===== src/rtl/tile_map_ctrl_if.sv =====
// Write port of the tile map: the requester holds wr_req until the store
// answers with a one-cycle wr_ack, with wr_hit qualifying the outcome.
interface tile_map_ctrl_if #(
  parameter int XW     = 5,
  parameter int YW     = 5,
  parameter int TILE_W = 2
);
  logic              wr_req;
  logic [XW-1:0]     wr_x;
  logic [YW-1:0]     wr_y;
  logic [TILE_W-1:0] wr_tile;
  logic              wr_ack;
  logic              wr_hit;

  modport master (output wr_req, wr_x, wr_y, wr_tile, input wr_ack, wr_hit);
  modport slave  (input wr_req, wr_x, wr_y, wr_tile, output wr_ack, wr_hit);
endinterface


===== src/rtl/tile_map_ctrl.sv =====
// Tank playfield tile store: level loader, render/collision read ports,
// bullet-damage/build write port and a live brick count.
//
// state | meaning
// LOAD  | walking the grid one cell per cycle writing the default level
// IDLE  | map live, waiting for a write request
// WACK  | applying the latched write, pulsing wr_ack
module tile_map_ctrl #(
  parameter int MAP_W       = 25,
  parameter int MAP_H       = 18,
  parameter int TILE_W      = 2,
  parameter int XW          = 5,
  parameter int YW          = 5,
  parameter int CW          = 10,
  parameter bit ALLOW_BUILD = 1'b0
) (
  input  logic              clk,
  input  logic              rstn,
  input  logic              reload,
  output logic              busy,
  input  logic [XW-1:0]     rd_x,
  input  logic [YW-1:0]     rd_y,
  output logic [TILE_W-1:0] rd_tile,
  input  logic [XW-1:0]     cq_x,
  input  logic [YW-1:0]     cq_y,
  output logic              cq_solid,
  tile_map_ctrl_if.slave    wr,
  output logic [CW-1:0]     brick_cnt
);

  typedef enum logic [1:0] {LOAD, IDLE, WACK} state_e;

  localparam logic [XW-1:0]     X_LAST = XW'(MAP_W - 1);
  localparam logic [YW-1:0]     Y_LAST = YW'(MAP_H - 1);
  localparam logic [TILE_W-1:0] T_EMPTY = '0;
  localparam logic [TILE_W-1:0] T_BRICK = TILE_W'(1);
  localparam logic [TILE_W-1:0] T_STEEL = TILE_W'(2);

  state_e            state_q;
  logic [XW-1:0]     cx_q;
  logic [YW-1:0]     cy_q;
  logic [TILE_W-1:0] map_q [MAP_H][MAP_W];
  logic [CW-1:0]     cnt_q;
  logic              busy_q;
  logic [TILE_W-1:0] rd_tile_q;
  logic              cq_solid_q;
  logic              ack_q;
  logic              hit_q;
  logic [XW-1:0]     lx_q;
  logic [YW-1:0]     ly_q;
  logic [TILE_W-1:0] lt_q;

  logic              rd_in, cq_in, lw_in;
  logic [TILE_W-1:0] rd_cell_d, cq_cell_d, lw_cell_d, load_tile_d;

  function automatic logic [TILE_W-1:0] layout(input logic [XW-1:0] x, input logic [YW-1:0] y);
    if (x == '0 || y == '0 || x == X_LAST || y == Y_LAST) return T_STEEL;
    if (x[1:0] == 2'b00 && y[1:0] == 2'b10) return T_BRICK;
    return T_EMPTY;
  endfunction

  assign rd_in = (int'(rd_x) < MAP_W) && (int'(rd_y) < MAP_H);
  assign cq_in = (int'(cq_x) < MAP_W) && (int'(cq_y) < MAP_H);
  assign lw_in = (int'(lx_q) < MAP_W) && (int'(ly_q) < MAP_H);

  assign rd_cell_d   = rd_in ? map_q[rd_y][rd_x] : T_EMPTY;
  assign cq_cell_d   = cq_in ? map_q[cq_y][cq_x] : T_EMPTY;
  assign lw_cell_d   = lw_in ? map_q[ly_q][lx_q] : T_EMPTY;
  assign load_tile_d = layout(cx_q, cy_q);

  always_ff @(posedge clk) begin
    if (!rstn) begin
      state_q    <= LOAD;
      cx_q       <= '0;
      cy_q       <= '0;
      cnt_q      <= '0;
      busy_q     <= 1'b1;
      rd_tile_q  <= '0;
      cq_solid_q <= 1'b1;
      ack_q      <= 1'b0;
      hit_q      <= 1'b0;
      lx_q       <= '0;
      ly_q       <= '0;
      lt_q       <= '0;
      for (int y = 0; y < MAP_H; y++)
        for (int x = 0; x < MAP_W; x++)
          map_q[y][x] <= T_EMPTY;
    end else begin
      // Reads sample the array before any write of this cycle lands.
      rd_tile_q  <= rd_cell_d;
      cq_solid_q <= !cq_in || (cq_cell_d != T_EMPTY);
      ack_q      <= 1'b0;
      hit_q      <= 1'b0;

      if (reload) begin
        state_q <= LOAD;
        cx_q    <= '0;
        cy_q    <= '0;
        cnt_q   <= '0;
        busy_q  <= 1'b1;
        for (int y = 0; y < MAP_H; y++)
          for (int x = 0; x < MAP_W; x++)
            map_q[y][x] <= T_EMPTY;
      end else begin
        case (state_q)
          LOAD: begin
            map_q[cy_q][cx_q] <= load_tile_d;
            if (load_tile_d == T_BRICK && cnt_q != '1) cnt_q <= cnt_q + 1'b1;
            if (cx_q == X_LAST) begin
              cx_q <= '0;
              if (cy_q == Y_LAST) begin
                cy_q    <= '0;
                state_q <= IDLE;
                busy_q  <= 1'b0;
              end else begin
                cy_q <= cy_q + 1'b1;
              end
            end else begin
              cx_q <= cx_q + 1'b1;
            end
          end
          IDLE: begin
            // A request still high during its own ack cycle is the old one.
            if (wr.wr_req && !ack_q) begin
              lx_q    <= wr.wr_x;
              ly_q    <= wr.wr_y;
              lt_q    <= wr.wr_tile;
              state_q <= WACK;
            end
          end
          WACK: begin
            ack_q   <= 1'b1;
            state_q <= IDLE;
            if (lw_in) begin
              if (lw_cell_d == T_BRICK && lt_q != T_BRICK) begin
                map_q[ly_q][lx_q] <= lt_q;
                hit_q             <= 1'b1;
                if (cnt_q != '0) cnt_q <= cnt_q - 1'b1;
              end else if (lw_cell_d == T_EMPTY && ALLOW_BUILD && lt_q == T_BRICK) begin
                map_q[ly_q][lx_q] <= T_BRICK;
                hit_q             <= 1'b1;
                if (cnt_q != '1) cnt_q <= cnt_q + 1'b1;
              end
            end
          end
          default: state_q <= IDLE;
        endcase
      end
    end
  end

  assign busy      = busy_q;
  assign rd_tile   = rd_tile_q;
  assign cq_solid  = cq_solid_q;
  assign brick_cnt = cnt_q;
  assign wr.wr_ack = ack_q;
  assign wr.wr_hit = hit_q;

endmodule

===== src/flat_wrapper.sv =====
// flat-port wrapper written by rule: the top's interface ports become plain ports
module tile_map_ctrl_flat 
#(
  parameter int MAP_W       = 25,
  parameter int MAP_H       = 18,
  parameter int TILE_W      = 2,
  parameter int XW          = 5,
  parameter int YW          = 5,
  parameter int CW          = 10,
  parameter bit ALLOW_BUILD = 1'b0
)
  (clk, rstn, reload, busy, rd_x, rd_y, rd_tile, cq_x, cq_y, cq_solid, brick_cnt, wr_wr_req, wr_wr_x, wr_wr_y, wr_wr_tile, wr_wr_ack, wr_wr_hit);
  tile_map_ctrl_if #(.XW(XW), .YW(YW), .TILE_W(TILE_W)) wr_i ();
  input  logic clk;
  input  logic rstn;
  input  logic reload;
  output logic busy;
  input  logic [XW-1:0] rd_x;
  input  logic [YW-1:0] rd_y;
  output logic [TILE_W-1:0] rd_tile;
  input  logic [XW-1:0] cq_x;
  input  logic [YW-1:0] cq_y;
  output logic cq_solid;
  output logic [CW-1:0] brick_cnt;
  input wire logic [$bits(wr_i.wr_req)-1:0] wr_wr_req;
  input wire logic [$bits(wr_i.wr_x)-1:0] wr_wr_x;
  input wire logic [$bits(wr_i.wr_y)-1:0] wr_wr_y;
  input wire logic [$bits(wr_i.wr_tile)-1:0] wr_wr_tile;
  output wire logic [$bits(wr_i.wr_ack)-1:0] wr_wr_ack;
  output wire logic [$bits(wr_i.wr_hit)-1:0] wr_wr_hit;
  assign wr_i.wr_req = wr_wr_req;
  assign wr_i.wr_x = wr_wr_x;
  assign wr_i.wr_y = wr_wr_y;
  assign wr_i.wr_tile = wr_wr_tile;
  assign wr_wr_ack = wr_i.wr_ack;
  assign wr_wr_hit = wr_i.wr_hit;
  tile_map_ctrl #(.MAP_W(MAP_W), .MAP_H(MAP_H), .TILE_W(TILE_W), .XW(XW), .YW(YW), .CW(CW), .ALLOW_BUILD(ALLOW_BUILD)) u_core (.clk(clk), .rstn(rstn), .reload(reload), .busy(busy), .rd_x(rd_x), .rd_y(rd_y), .rd_tile(rd_tile), .cq_x(cq_x), .cq_y(cq_y), .cq_solid(cq_solid), .wr(wr_i), .brick_cnt(brick_cnt));
endmodule

===== config.mk =====
export PLATFORM = sky130hd
export DESIGN_NAME = tile_map_ctrl_flat
export DESIGN_NICKNAME = d
export VERILOG_FILES = /design/src/rtl/tile_map_ctrl_if.sv /design/src/rtl/tile_map_ctrl.sv /design/src/flat_wrapper.sv
export SDC_FILE = /design/constraint.sdc
export NUM_CORES = 2
export LEC_CHECK = 0
export CORE_MARGIN = 2
export CORE_UTILIZATION = 30
export DETAILED_ROUTE_END_ITERATION = 10
export DONT_BUFFER_PORTS = 1
export SLEW_MARGIN = 10
export SYNTH_ARGS = -nofsm -noshare
export SYNTH_HDL_FRONTEND = slang
export SYNTH_SLANG_ARGS = --single-unit

===== constraint.sdc =====
create_clock -name clk -period 22.9 [get_ports clk]
set_clock_uncertainty 0.2 [all_clocks]
set_input_delay 4.58 -clock clk [delete_from_list [all_inputs] [get_ports clk]]
set_output_delay 4.58 -clock clk [all_outputs]
set_load 0.1 [all_outputs]

==> metrics.yaml <==
hold_viol_final: 0
cts_tree: "built"
die_height_um: 578.4
finalWirelength_um: 388400
detail-route-antenna-nets: 0
multi_input_area_um2: 46140
postCtsSetupBuffers: 0
num_vias: 75620
crit_path_start_kind: "flip-flop"
grt_max_degree: 657
tns_ns: 0
ctsHoldBuffers: 0
r2r_slack_ns: 13.02
ys_warn_count: 0
cp_data_arrival_time_ns: 10.22
crit_path_frequent_cell: "buf_4"
ir_drop_uv: 67.11
drive_gt1_share_pct: 22.61
cp_max_fo: 89
final_nets: 7143
syn2layout_area_growth_pct: 9.600
start_util_pct: 30.20
drtPass1Iterations: 8
row_count: 210
syn_area_um2: 98970
cts_buffer_depth: 3
antenna_found_initial: 35
status: "complete, no violations"
synth-async-reset-ratio_pct: 0
rsz0062_at_grt: "no"
n_fill_cell: 31700
power.total_w: 0.006939
port_buffers: 0
synth_nets: 7584
grt_overflow_total: 0
ys_seq_area_share_pct: 49.46
r2r_end: "u_core.map_q[26][9]"
critPathTopFamily: "buffers and inverters"
critical-path-max-stage-delay_ns: 1.22
core-area_um2: 327700
holdPathStages: 2
crit_path_top_delay_cell: "nor4_1"
clk_pin_slew_ns: 0.06
min_to: "u_core.cx_q[1]"
slew_headroom_pct: 3.135
post-route-period-util_pct: 43.16
fin_crit_ns: 9.883
drc: 0
fmax_mhz: 101.2
critical_path.cell_chain: "buf_4 -> buf_4 -> buf_4 -> mux4_2 -> mux2_2 -> nand2_1 -> a21oi_1 -> nor4_1 -> o22ai_1 -> o31ai_1 -> nor3_2 -> buf_4 -> mux2i_4 -> buf_4 -> buf_4"
dieArea_um2: 334500
maxSlewViolCount: 0
die_w_um: 578.4
synth_edf_count: 1600
clk_latency_ns: 0.90
hp-start: "u_core.cx_q[1]"
setup_violations: 0
critPathCaptureType: "flip-flop"
cts.repair.resized: 0
cts.sinks: 1645
ff2ff_path_depth: 15
vias_per_cell: 6.511
synth_seq_cells: 1645
clockRootBuffer: "clkbuf_16"
dr.first_iter.drc_count: 13590
wire_per_inst_um: 33.44
critPathBufInv: 6
grt_pass1_vias: 72440
drv_cap: 0
htreeDepth: 4
powerDensity_nw_per_um2: 63.97
yosysUniqueCellTypes: 82
gp_congestion: 0.9438
hpwl_um: 234400
grt_util_all_layers_pct: 22.58
syn_avg_cell_area_um2: 13.14
worst_slew_pin_slew_ns: 1.440
hold_ws_ns: 0.3293
synth_flop_cell: "edfxtp_1"
cts_made_buffers: 183
grt_pass1_wl_um: 544300
p_leak_nw: 34.68
regArea_um2: 48970
path_class: "reg2reg"
hold_class: "reg2reg"
cp.required_ns: 23.24
boundaryPins: 52
syn_inst: 7531
==> routing by layer <==
| metal | part of all wire (%) | track usage [%] |
|---|---|---|
| met5 | 0.11 | 0.1134 |
| met4 | 6.8 | 13.49 |
| met3 | 14 | 7.824 |
| met2 | 44 | 33.66 |
| met1 | 35 | 28.24 |
==> where the power goes <==
| group | leakage [nW] | internal (W) | switching (W) |
|---|---|---|---|
| Sequential | 17.7 | 0.00335 | 0.0000619 |
| Clock | 2.90 | 0.00171 | 0.00130 |
| Combinational | 14.1 | 0.000237 | 0.000281 |
| Total | 34.7 | 0.00530 | 0.00164 |
==> synthesized netlist by cell type, types with 45 or more instances <==
cell type | number | area share, %
nor2_1 | 1469 | 5.6
clkbuf_1 | 379 | 1.4
a21oi_1 | 378 | 1.9
a22oi_1 | 99 | 0.75
buf_6 | 73 | 0.83
edfxtp_1 | 1600 | 49
dfxtp_1 | 45 | 0.91
buf_1 | 116 | 0.44
a211oi_1 | 63 | 0.48
nand2_1 | 170 | 0.64
nor3_1 | 182 | 0.92
buf_2 | 209 | 1.1
o21ai_0 | 419 | 2.1
mux2i_1 | 520 | 5.3
o221ai_1 | 182 | 1.6
buf_4 | 59 | 0.45
o22ai_1 | 121 | 0.76
mux4_2 | 977 | 22
==> cell families after synthesis <==
kind of cell / synth area share [%]
buffers and inverters: 4.341
XOR/XNOR: 0.08850
adder cells (fa/ha/maj): 0.2225
flip-flops: 49.46
multiplexers: 27.78
AO/OA/AOI/OAI: 9.919
AND/OR/NAND/NOR: 8.192
==> layout by cell type (no fill, tap or decap), types with 14 or more instances in the layout <==
master        n
o22ai_1     121
a31oi_4      17
a22oi_1      87
a32oi_2      15
a31oi_2      32
dfxtp_1      40
clkinv_2     32
nand2_1     156
nor3_1      180
o21ai_1      16
nor2b_1      21
a211oi_1     63
inv_1        28
ha_1         16
diode_2      24
a31oi_1      17
mux4_2      977
nor2_1     1459
clkbuf_16   186
o221ai_1    182
bufinv_16    19
clkbuf_1     39
mux2_2       25
nand3_1      24
a221oi_1     23
clkinv_1     40
o21ai_0     418
a21oi_1     378
buf_4       201
nand2_2      14
nand2b_1     16
edfxtp_1   1600
mux2i_1     519
==> stage by stage <==
stage,instances,instance area [um^2],setup slack (ns),utilization (%)
3_3_place_gp,11240,102200,13.04,31.20
5_1_grt,11600,108400,12.84,33.09
3_5_place_dp,11240,102200,12.96,31.20
4_1_cts,11580,108200,13.48,33.02
2_1_floorplan,7531,98970,0.3352,-
6_report,11620,108500,13.02,33.10
==> sequential cells by signal (all words and copies together), names as in the netlist, named ones only <==
name and count:
u_core.brick_cnt 10, u_core.busy 1, u_core.cq_solid 1, u_core.cx_q 5, u_core.cy_q 5, u_core.lt_q 2
u_core.lx_q 5, u_core.ly_q 5, u_core.map_q 1600, u_core.rd_tile 2, u_core.state_q 2, u_core.wr.wr_ack 1
u_core.wr.wr_hit 1
==> worst register-to-register path, cell delays in order, from the launching register on <==
cell and delay (ns):
dfxtp_4 0.66, buf_4 0.65, buf_4 0.69, buf_4 0.80, mux4_2 0.47, mux2_2 0.28, nand2_1 0.07, a21oi_1 0.18
nor4_1 1.23, o22ai_1 0.54, o31ai_1 0.69, nor3_2 0.09, buf_4 0.28, mux2i_4 0.69, buf_4 0.86, buf_4 1.11
==> layout make-up <==
class                      count  share of cell area (%)
tap                         4346                   5.013
multi-input combinational   5016                   42.54
timing repair buffer         210                   1.606
antenna                       24                 0.05537
sequential                  1645                   45.14
clock buffer                 225                   4.426
clock inverter               115                   1.094
inverter                      34                  0.1269
==> how the worst max path moves through the flow <==
stage | from | to | cells after the start
3_3_place_gp | cq_y[1] | u_core.cq_solid | 13
2_1_floorplan | rstn | u_core.map_q[18][0] | 10
6_report | flip-flop | u_core.map_q[26][9] | 15
3_5_place_dp | rstn | u_core.map_q[21][9] | 9
5_1_grt | flip-flop | u_core.map_q[27][9] | 15
4_1_cts | flip-flop | u_core.map_q[26][9] | 15
Power figures use the tool's default switching activity.
